[config.mk]
export PLATFORM = sky130hd
export DESIGN_NAME = posit_pack_pipe_flat
export DESIGN_NICKNAME = d
export VERILOG_FILES = /design/src/rtl/posit_pack_pipe_if.sv /design/src/rtl/posit_pack_pipe.sv /design/src/flat_wrapper.sv
export SDC_FILE = /design/constraint.sdc
export NUM_CORES = 1
export LEC_CHECK = 0
export BUFFER_PORTS_ARGS = -buffer_cell sky130_fd_sc_hd__buf_4
export CAP_MARGIN = 5
export CORE_AREA = 2 2 117 119
export CTS_CLUSTER_DIAMETER = 120
export CTS_CLUSTER_SIZE = 8
export DETAILED_ROUTE_END_ITERATION = 8
export DIE_AREA = 0 0 119 121
export HOLD_SLACK_MARGIN = 0.06
export PLACE_DENSITY_LB_ADDON = 0.12
export SETUP_SLACK_MARGIN = 0.15
export SLEW_MARGIN = 20
export SYNTH_ARGS = -nofsm -noshare
export SYNTH_HDL_FRONTEND = slang
export SYNTH_SLANG_ARGS = --single-unit
[constraint.sdc]
create_clock -name clk -period 5.4 [get_ports clk]
set_input_delay 0.54 -clock clk [delete_from_list [all_inputs] [get_ports clk]]
set_output_delay 0.54 -clock clk [all_outputs]
set_load 0.01 [all_outputs]
[src/rtl/posit_pack_pipe_if.sv]
// Valid/ready stream bundle for the posit packer: decoded fields in, encoded posit out.
interface posit_pack_pipe_if #(
  parameter int unsigned BITS   = 32,
  parameter int unsigned ES     = 3,
  parameter int unsigned FRAC_W = 32,
  parameter int unsigned REG_W  = $clog2(BITS) + 2
);
  localparam int unsigned ExpW = (ES > 0) ? ES : 1;

  logic              in_valid;
  logic              in_ready;
  logic              in_sign;
  logic [REG_W-1:0]  in_regime;
  logic [ExpW-1:0]   in_exp;
  logic [FRAC_W-1:0] in_frac;
  logic              in_sticky;
  logic              in_zero;
  logic              in_nar;
  logic              out_valid;
  logic              out_ready;
  logic [BITS-1:0]   out_posit;

  modport slave (
    input  in_valid,
    output in_ready,
    input  in_sign,
    input  in_regime,
    input  in_exp,
    input  in_frac,
    input  in_sticky,
    input  in_zero,
    input  in_nar,
    output out_valid,
    input  out_ready,
    output out_posit
  );

  modport master (
    output in_valid,
    input  in_ready,
    output in_sign,
    output in_regime,
    output in_exp,
    output in_frac,
    output in_sticky,
    output in_zero,
    output in_nar,
    input  out_valid,
    output out_ready,
    input  out_posit
  );
endinterface

[src/rtl/posit_pack_pipe.sv]
// Two-stage posit encoder: stage 1 builds the regime/exp/frac body with guard/sticky and
// saturation, stage 2 rounds to nearest even, applies the sign and encodes zero/NaR.
module posit_pack_pipe #(
  parameter int unsigned BITS   = 32,
  parameter int unsigned ES     = 3,
  parameter int unsigned FRAC_W = 32,
  parameter int unsigned REG_W  = $clog2(BITS) + 2
) (
  input logic               clk,
  input logic               rst,
  posit_pack_pipe_if.slave  bus
);

  localparam int unsigned W       = BITS + FRAC_W + ES + 2;
  localparam int unsigned TailPad = W - ES - FRAC_W;
  localparam int          SatHi   = int'(BITS) - 2;
  localparam int          SatLo   = 1 - int'(BITS);

  // Handshake
  logic s1_valid_q, s2_valid_q;
  logic s1_ready, s2_ready, s1_load, s2_load;

  assign s2_ready     = !s2_valid_q || bus.out_ready;
  assign s1_ready     = !s1_valid_q || s2_ready;
  assign bus.in_ready = s1_ready && !rst;
  assign s1_load      = bus.in_valid && bus.in_ready;
  assign s2_load      = s1_valid_q && s2_ready;

  // Stage 1: body construction
  logic signed [REG_W-1:0] k;
  logic                    k_neg;
  logic [REG_W-1:0]        k_mag;
  logic [REG_W:0]          run_len;
  logic [W-1:0]            tail_vec, run_vec, stream_vec;
  logic [BITS-2:0]         s1_body_d, s1_body_q;
  logic                    s1_guard_d, s1_guard_q;
  logic                    s1_sticky_d, s1_sticky_q;
  logic                    s1_sign_q, s1_zero_q, s1_nar_q;

  assign k = $signed(bus.in_regime);

  if (ES > 0) begin : g_exp
    assign tail_vec = {bus.in_exp[ES-1:0], bus.in_frac, {TailPad{1'b0}}};
  end else begin : g_noexp
    assign tail_vec = {bus.in_frac, {TailPad{1'b0}}};
  end

  always_comb begin
    k_neg   = k[REG_W-1];
    k_mag   = k_neg ? -k : k;
    // Run length incl. terminator: k+2 for k >= 0, -k+1 for k < 0
    run_len = {1'b0, k_mag} + {{(REG_W-1){1'b0}}, ~k_neg, k_neg};

    if (k_neg) begin
      run_vec = {1'b1, {(W-1){1'b0}}} >> k_mag;
    end else begin
      run_vec = ~({W{1'b1}} >> (run_len - {{REG_W{1'b0}}, 1'b1}));
    end
    stream_vec = run_vec | (tail_vec >> run_len);

    s1_body_d   = stream_vec[W-1 -: BITS-1];
    s1_guard_d  = stream_vec[W-BITS];
    s1_sticky_d = (|stream_vec[W-BITS-1:0]) | bus.in_sticky;

    if (int'(k) >= SatHi) begin
      s1_body_d   = '1;
      s1_guard_d  = 1'b0;
      s1_sticky_d = 1'b0;
    end else if (int'(k) <= SatLo) begin
      s1_body_d   = {{(BITS-2){1'b0}}, 1'b1};
      s1_guard_d  = 1'b0;
      s1_sticky_d = 1'b0;
    end
  end

  // Stage 2: round, sign, specials
  logic            round_up;
  logic [BITS-2:0] body_rnd;
  logic [BITS-1:0] mag;
  logic [BITS-1:0] out_posit_d, out_posit_q;

  always_comb begin
    // An all-ones body never rounds, so maxpos cannot wrap into NaR
    round_up    = s1_guard_q && (s1_body_q[0] || s1_sticky_q) && !(&s1_body_q);
    body_rnd    = s1_body_q + {{(BITS-2){1'b0}}, round_up};
    mag         = {1'b0, body_rnd};
    out_posit_d = s1_sign_q ? -mag : mag;
    if (s1_zero_q) out_posit_d = '0;
    if (s1_nar_q)  out_posit_d = {1'b1, {(BITS-1){1'b0}}};
  end

  always_ff @(posedge clk) begin
    if (rst) begin
      s1_valid_q  <= 1'b0;
      s1_body_q   <= '0;
      s1_guard_q  <= 1'b0;
      s1_sticky_q <= 1'b0;
      s1_sign_q   <= 1'b0;
      s1_zero_q   <= 1'b0;
      s1_nar_q    <= 1'b0;
      s2_valid_q  <= 1'b0;
      out_posit_q <= '0;
    end else begin
      if (s1_ready) s1_valid_q <= bus.in_valid;
      if (s1_load) begin
        s1_body_q   <= s1_body_d;
        s1_guard_q  <= s1_guard_d;
        s1_sticky_q <= s1_sticky_d;
        s1_sign_q   <= bus.in_sign;
        s1_zero_q   <= bus.in_zero;
        s1_nar_q    <= bus.in_nar;
      end
      if (s2_ready) s2_valid_q <= s1_valid_q;
      if (s2_load)  out_posit_q <= out_posit_d;
    end
  end

  assign bus.out_valid = s2_valid_q;
  assign bus.out_posit = out_posit_q;

endmodule

[src/flat_wrapper.sv]
// flat-port wrapper written by rule: the top's interface ports become plain ports
module posit_pack_pipe_flat 
#(
  parameter int unsigned BITS   = 32,
  parameter int unsigned ES     = 3,
  parameter int unsigned FRAC_W = 32,
  parameter int unsigned REG_W  = $clog2(BITS) + 2
)
  (clk, rst, bus_in_valid, bus_in_ready, bus_in_sign, bus_in_regime, bus_in_exp, bus_in_frac, bus_in_sticky, bus_in_zero, bus_in_nar, bus_out_valid, bus_out_ready, bus_out_posit);
  posit_pack_pipe_if #(.BITS(BITS), .ES(ES), .FRAC_W(FRAC_W), .REG_W(REG_W)) bus_i ();
  input logic clk;
  input logic rst;
  input wire logic [$bits(bus_i.in_valid)-1:0] bus_in_valid;
  output wire logic [$bits(bus_i.in_ready)-1:0] bus_in_ready;
  input wire logic [$bits(bus_i.in_sign)-1:0] bus_in_sign;
  input wire logic [$bits(bus_i.in_regime)-1:0] bus_in_regime;
  input wire logic [$bits(bus_i.in_exp)-1:0] bus_in_exp;
  input wire logic [$bits(bus_i.in_frac)-1:0] bus_in_frac;
  input wire logic [$bits(bus_i.in_sticky)-1:0] bus_in_sticky;
  input wire logic [$bits(bus_i.in_zero)-1:0] bus_in_zero;
  input wire logic [$bits(bus_i.in_nar)-1:0] bus_in_nar;
  output wire logic [$bits(bus_i.out_valid)-1:0] bus_out_valid;
  input wire logic [$bits(bus_i.out_ready)-1:0] bus_out_ready;
  output wire logic [$bits(bus_i.out_posit)-1:0] bus_out_posit;
  assign bus_i.in_valid = bus_in_valid;
  assign bus_in_ready = bus_i.in_ready;
  assign bus_i.in_sign = bus_in_sign;
  assign bus_i.in_regime = bus_in_regime;
  assign bus_i.in_exp = bus_in_exp;
  assign bus_i.in_frac = bus_in_frac;
  assign bus_i.in_sticky = bus_in_sticky;
  assign bus_i.in_zero = bus_in_zero;
  assign bus_i.in_nar = bus_in_nar;
  assign bus_out_valid = bus_i.out_valid;
  assign bus_i.out_ready = bus_out_ready;
  assign bus_out_posit = bus_i.out_posit;
  posit_pack_pipe #(.BITS(BITS), .ES(ES), .FRAC_W(FRAC_W), .REG_W(REG_W)) u_core (.clk(clk), .rst(rst), .bus(bus_i));
endmodule
# Word-level counts from Yosys, hierarchy flattened
# Index checks and enable logic that the tools add are counted.
[totals] register_bits=70 word_cells=48 inputBits=50 output_inout_bits=34
[classes] n_lt_le_gt_ge=2 n_shift=3 n_bitwise=4 n_mux=11 reduce_logical=14 n_addsub=5
[ops] op="32-bit 2-to-1 mux" count=3
[ops] op="69-bit 2-to-1 mux" count=1
[ops] op="69-bit NOT" count=1
[ops] op="69-bit bitwise OR" count=1
[ops] op="69-bit by 7-bit >> shifter with 69-bit output (first input constant)" count=1
[ops] op="69-bit by 8-bit >> shifter with 69-bit output" count=1
[ops] op="69-bit by 8-bit >> shifter with 69-bit output (first input constant)" count=1
[ops] op="31-bit 2-to-1 mux" count=2
[ops] op="37-bit OR reduction" count=1
[ops] op="31-bit negation with 32-bit output" count=1
[ops] op="31-bit by 1-bit adder with 31-bit output" count=1
[ops] op="31-bit AND reduction" count=1
[ops] op="7-bit by 2-bit adder with 8-bit output" count=1
[ops] op="8-bit by 1-bit subtractor with 8-bit output (second input constant)" count=1
[ops] op="7-bit by 6-bit >= comparator with 1-bit output (second input constant)" count=1
[ops] op="7-bit by 6-bit <= comparator with 1-bit output (second input constant)" count=1
[ops] op="7-bit 2-to-1 mux" count=1
[ops] op="7-bit negation" count=1
[ops] op="1-bit logical AND" count=5
[ops] op="1-bit zero test" count=4
[ops] op="1-bit 2-to-1 mux" count=4
[ops] op="1-bit logical OR" count=3
[ops] op="1-bit NOT" count=1
[ops] op="1-bit bitwise OR" count=1

# Longest topological paths before layout
[depth] depth_word=12 ltp_mapped=19

# Worst setup path before layout
# OpenSTA, ideal clock, no wires.
[synth_timing] path_kind="input-to-reg" startpoint="input bus_in_regime[0]" endpoint="register u_core.s1_body_q[22]" cell_stages=18 path_buffers=4 t_required_ns=5.283 slack_ns=1.030 setup_time_ns=0.117 arrival_ns=4.254 path_cell_list="clkbuf_1 -> inv_1 -> ha_1 -> clkbuf_2 -> nand2_1 -> nand2_1 -> ha_1 -> clkbuf_1 -> inv_2 -> buf_1 -> ha_1 -> inv_1 -> nor4_2 -> xnor2_1 -> a211oi_4 -> a21boi_1 -> o221ai_1 -> a22o_1"
[synth_between] elab_chain_len=10
[synth_rtl] element="from (decl)" line="flat_wrapper.sv:16" rtl="input wire logic [$bits(bus_i.in_regime)-1:0] bus_in_regime;"
[synth_rtl] element="7-bit negation" line="posit_pack_pipe.sv:50" rtl="k_mag = k_neg ? -k : k;"
[synth_rtl] element="7-bit 2-to-1 mux" line="posit_pack_pipe.sv:50"
[synth_rtl] element="7-bit by 2-bit adder with 8-bit output" line="posit_pack_pipe.sv:52" rtl="run_len = {1'b0, k_mag} + {{(REG_W-1){1'b0}}, ~k_neg, k_neg};"
[synth_rtl] element="8-bit by 1-bit subtractor with 8-bit output" line="posit_pack_pipe.sv:57" rtl="run_vec = ~({W{1'b1}} >> (run_len - {{REG_W{1'b0}}, 1'b1}));"
[synth_rtl] element="69-bit by 8-bit >> shifter with 69-bit output" line="posit_pack_pipe.sv:57"
[synth_rtl] element="69-bit NOT" line="posit_pack_pipe.sv:57"
[synth_rtl] element="69-bit 2-to-1 mux" line="posit_pack_pipe.sv:54" rtl="if (k_neg) begin"
[synth_rtl] element="69-bit bitwise OR" line="posit_pack_pipe.sv:59" rtl="stream_vec = run_vec | (tail_vec >> run_len);"
[synth_rtl] element="31-bit 2-to-1 mux" line="posit_pack_pipe.sv:69" rtl="end else if (int'(k) <= SatLo) begin"
[synth_rtl] element="31-bit 2-to-1 mux (*)" line="posit_pack_pipe.sv:65" rtl="if (int'(k) >= SatHi) begin"
[synth_rtl] element="to (signal assigned)" line="posit_pack_pipe.sv:106" rtl="s1_body_q <= s1_body_d;"
[synth_rtl] element="to (decl)" line="posit_pack_pipe.sv:35" rtl="logic [BITS-2:0] s1_body_d, s1_body_q;"
# Mark *: on every way between the ends. The rest lies on a longest branch, timed or not.
# A chain may end at the register's enable or synchronous reset.

# Worst setup path in the final report
[layout_timing] startpoint="register u_core.s1_body_q[8]" endpoint="register u_core.out_posit_q[29], in the netlist u_core.bus.out_posit[29]"
[layout_between] elab_chain_len=8
[layout_rtl] element="31-bit AND reduction" line="posit_pack_pipe.sv:84" rtl="round_up = s1_guard_q && (s1_body_q[0] || s1_sticky_q) && !(&s1_body_q);"
[layout_rtl] element="1-bit zero test" line="posit_pack_pipe.sv:84"
[layout_rtl] element="1-bit logical AND" line="posit_pack_pipe.sv:84"
[layout_rtl] element="31-bit by 1-bit adder with 31-bit output (*)" line="posit_pack_pipe.sv:85" rtl="body_rnd = s1_body_q + {{(BITS-2){1'b0}}, round_up};"
[layout_rtl] element="31-bit negation with 32-bit output" line="posit_pack_pipe.sv:87" rtl="out_posit_d = s1_sign_q ? -mag : mag;"
[layout_rtl] element="32-bit 2-to-1 mux (*)" line="posit_pack_pipe.sv:87"
[layout_rtl] element="32-bit 2-to-1 mux (*)" line="posit_pack_pipe.sv:88" rtl="if (s1_zero_q) out_posit_d = '0;"
[layout_rtl] element="32-bit 2-to-1 mux (*)" line="posit_pack_pipe.sv:89" rtl="if (s1_nar_q) out_posit_d = {1'b1, {(BITS-1){1'b0}}};"
[layout_rtl] element="to (signal assigned)" line="posit_pack_pipe.sv:114" rtl="if (s2_load) out_posit_q <= out_posit_d;"
[layout_rtl] element="to (decl)" line="posit_pack_pipe.sv:80" rtl="logic [BITS-1:0] out_posit_d, out_posit_q;"
# Marked as above.

==> run metrics <==
Rows 42; fin crit period 4710 ps; power share of the clock group 0.286; multi-input logic area 0.00593 mm²; setup_tns 0 ps; vias in the first global route 7990; CTS H-Tree Depth 3; sw frac 0.404; TritonCTS clock tree built; Psw 959 µW; Async S/R FF share, synth 0; final hold vios 0; routed vias 8757; Max Cap Viol 0; vias per cell just under 7; Reg power frac 0.257; syn_area_per_cell slightly above 7 µm²; Max VDD drop 0.151 mV; die area 0.0144 mm²; register area 0.00140 mm²; ANT nets after route 0; RePlAce Congestion 1.07; WHS Path Cells 3; Skew-Pair Late Insertion Delay 340 ps; Fmax achieved 212 MHz; DRC 0; first-pass GRT wire length between 40 and 50 mm; power share of the combinational group 0.457; Reg-to-Reg End u_core.bus.out_posit[29]; reg2reg start u_core.s1_body_q[8]; gr ovfl total 0; Distinct cells, synth 85; commonest cells after routing, fill and taps aside 139 x nand2_1, 112 x nor2_1, 99 x buf_4; Int Power roughly 1400 µW; Pleak 0.00335 µW; Die Height roughly 120 µm; CTS max path bufs 2; number of flops mapped to enable cells by yosys 0; largest net degree at the start of global routing 49; sequential cell area fraction in the yosys report 0.182; Period Utilization, post-route 0.872; Starting Density 0.589; # nets final 1175; Yosys reg bits 70; Starting DRT DRC Count 1037; hpwl dp about 21 mm; worst hold path type in -> reg; Power Dens Cells 272 mW/mm²; num ports 84; Slew @ Worst Pin 868 ps; CTS Buf Count 9; status completed; clock sink count 70; CORE AREA ~0.013 mm²; Setup Buffers After CTS 0; syn nets 1131; Clock Skew a little over 7 ps; R2R depth 16; share of cells above drive strength 1 0.153; Hold Crit Start bus_in_nar; element type at the critical path end flop; Hold Crit Endpoint u_core.s1_nar_q; Cells after Synth 1069; Critical Path AT 4920 ps; PortBufs 83; kind of critical path reg -> reg; worst endpoint required time 5620 ps; reg2reg setup slack 690 ps; Clock Root Buffer clkbuf_16; DRT Pass-1 Iters 5; Fillers 1155; WL/cell 20.8 µm; commonest non-fill, non-tap cell in the layout nand2_1; CP max FO 11; RSZ-0062 raised after global routing no; width of the die 119 µm; diodes inserted 0; crit path launch type flop; Slew HR 0.419; Total Routing Usage GR 0.370; # hold bufs at CTS 0; Pins Over Slew Limit 0; P&R area growth vs syn 13.4%; Final Routed Wirelength roughly 27 mm; area of the mapped netlist 0.00770 mm²; CTS clock-pin slew for the worst setup and hold paths 60 ps; Tot Pwr 2380 µW; Synth Flop Type dfxtp_1; # setup viols final 0; post-cts resize count 0; initial antenna violation count 0; synth warn 0
## final cells by class
cell class,count,area share
Clock buffer,10,0.0274
Sequential cell,70,0.160
Multi-Input combinational cell,908,0.679
Timing Repair Buffer,99,0.0851
Tap cell,176,0.0252
Clock inverter,6,0.0125
Inverter,25,0.0107
## metrics by stage
stage | instances | instance area (µm²) | hold slack (ps) | setup slack, ps | util
after floorplan | 1069 | 7700 | 433 | 1030 | -
after global placement | 1278 | 8380 | 438 | 763 | 0.641
after detailed placement | 1278 | 8380 | 440 | 841 | 0.641
after CTS | 1294 | 8730 | 395 | 772 | 0.667
after global routing | 1294 | 8730 | 410 | 373 | 0.667
final | 1294 | 8730 | 396 | 691 | 0.667
## critical path, cell delays in order, from the launching register on
cell and delay, ps:
dfxtp_1 530, and4_1 310, nand4_1 260, nor3_1 260, nor2_1 70, ha_1 250
ha_1 270, and3_1 300, xnor2_1 330, nand3_1 180, or4_1 520, nor2_1 310
nand4_1 210, or3_1 400, o21ai_1 160, xor2_1 160, o21ai_1 70
## registers in the layout, summed over array words and instances, names as in the netlist
signal                cells
u_core.s1_sticky_q        1
u_core.s1_nar_q           1
u_core.s1_body_q         31
u_core.bus.out_posit     32
u_core.s1_guard_q         1
u_core.s1_sign_q          1
u_core.s1_valid_q         1
u_core.s1_zero_q          1
u_core.bus.out_valid      1
## power by group through the flow
stage          Combinational, µW  Clock (µW)  Sequential (µW)
6_report                    1090         679              610
4_1_cts                     1050         681              609
3_5_place_dp                1040           0              619
3_3_place_gp                1050           0              617
5_1_grt                     1160         702              615
2_1_floorplan                747           0              600
## synth_stat cells, types with 3 or more instances
library cell | instances | area [µm²]
nand2_1 | 139 | 522
nor2_1 | 112 | 420
o21ai_0 | 96 | 480
a21oi_1 | 72 | 360
dfxtp_1 | 70 | 1400
xnor2_1 | 47 | 412
mux2i_1 | 42 | 420
nand3_1 | 38 | 190
clkbuf_1 | 35 | 131
a22oi_1 | 26 | 195
nor3_1 | 25 | 125
xor2_1 | 25 | 219
buf_2 | 24 | 120
inv_1 | 22 | 82.6
mux2_2 | 20 | 225
a31oi_1 | 18 | 113
mux4_2 | 15 | 338
nand4_1 | 15 | 93.8
and3_1 | 12 | 75.1
ha_1 | 12 | 150
nand2b_1 | 12 | 75.1
or3_1 | 10 | 62.6
a221oi_1 | 9 | 78.8
and2_1 | 9 | 56.3
o211ai_1 | 9 | 67.6
o21ai_1 | 9 | 45.0
o221ai_1 | 9 | 78.8
nand3b_1 | 8 | 60.1
nor4_1 | 8 | 50.1
o22ai_1 | 8 | 50.1
and4_1 | 7 | 61.3
nor2b_1 | 7 | 43.8
o31ai_1 | 7 | 52.6
a32oi_1 | 4 | 35.0
a41oi_1 | 4 | 35.0
buf_1 | 4 | 15.0
nor3b_1 | 4 | 30.0
a211oi_1 | 3 | 22.5
a22o_1 | 3 | 26.3
and3b_1 | 3 | 26.3
o21a_1 | 3 | 22.5
o21ba_2 | 3 | 30.0
o311a_1 | 3 | 30.0
o311ai_0 | 3 | 26.3
## routing by layer
| metal | vias to the layer above | track usage | share of wire |
|---|---|---|---|
| met5 | - | 0 | 0 |
| met4 | 0 | 0.219 | 0.062 |
| met3 | 118 | 0.0540 | 0.084 |
| met2 | 529 | 0.627 | 0.47 |
| met1 | 4061 | 0.446 | 0.38 |
| li1 | 4049 | - | - |
## cells by family (layout without fill, tap and decap cells)
logic type      Yosys count  in the layout  share of synthesized area
fa+ha+maj                12             12                     0.0195
mux                      77             77                      0.128
compound gates          324            324                      0.273
xor+xnor                 75             75                     0.0890
buf+inv                  91            140                     0.0499
flops                    70             70                      0.182
simple gates            420            420                      0.259
## how the worst max path moves through the flow
| stage | startpoint | end | slack (ps) | cells after the start |
|---|---|---|---|---|
| finish | u_core.s1_body_q[8] | u_core.bus.out_posit[29] | 690 | 16 |
| global route | u_core.s1_body_q[8] | u_core.bus.out_posit[29] | 370 | 16 |
| CTS | u_core.s1_body_q[8] | u_core.bus.out_posit[29] | 770 | 16 |
| detailed placement | u_core.s1_body_q[8] | u_core.bus.out_posit[29] | 840 | 16 |
| global placement | bus_in_regime[0] | u_core.s1_body_q[26] | 760 | 14 |
| floorplan | bus_in_regime[0] | u_core.s1_body_q[22] | 1030 | 18 |
(Power assumes the default switching activity.)
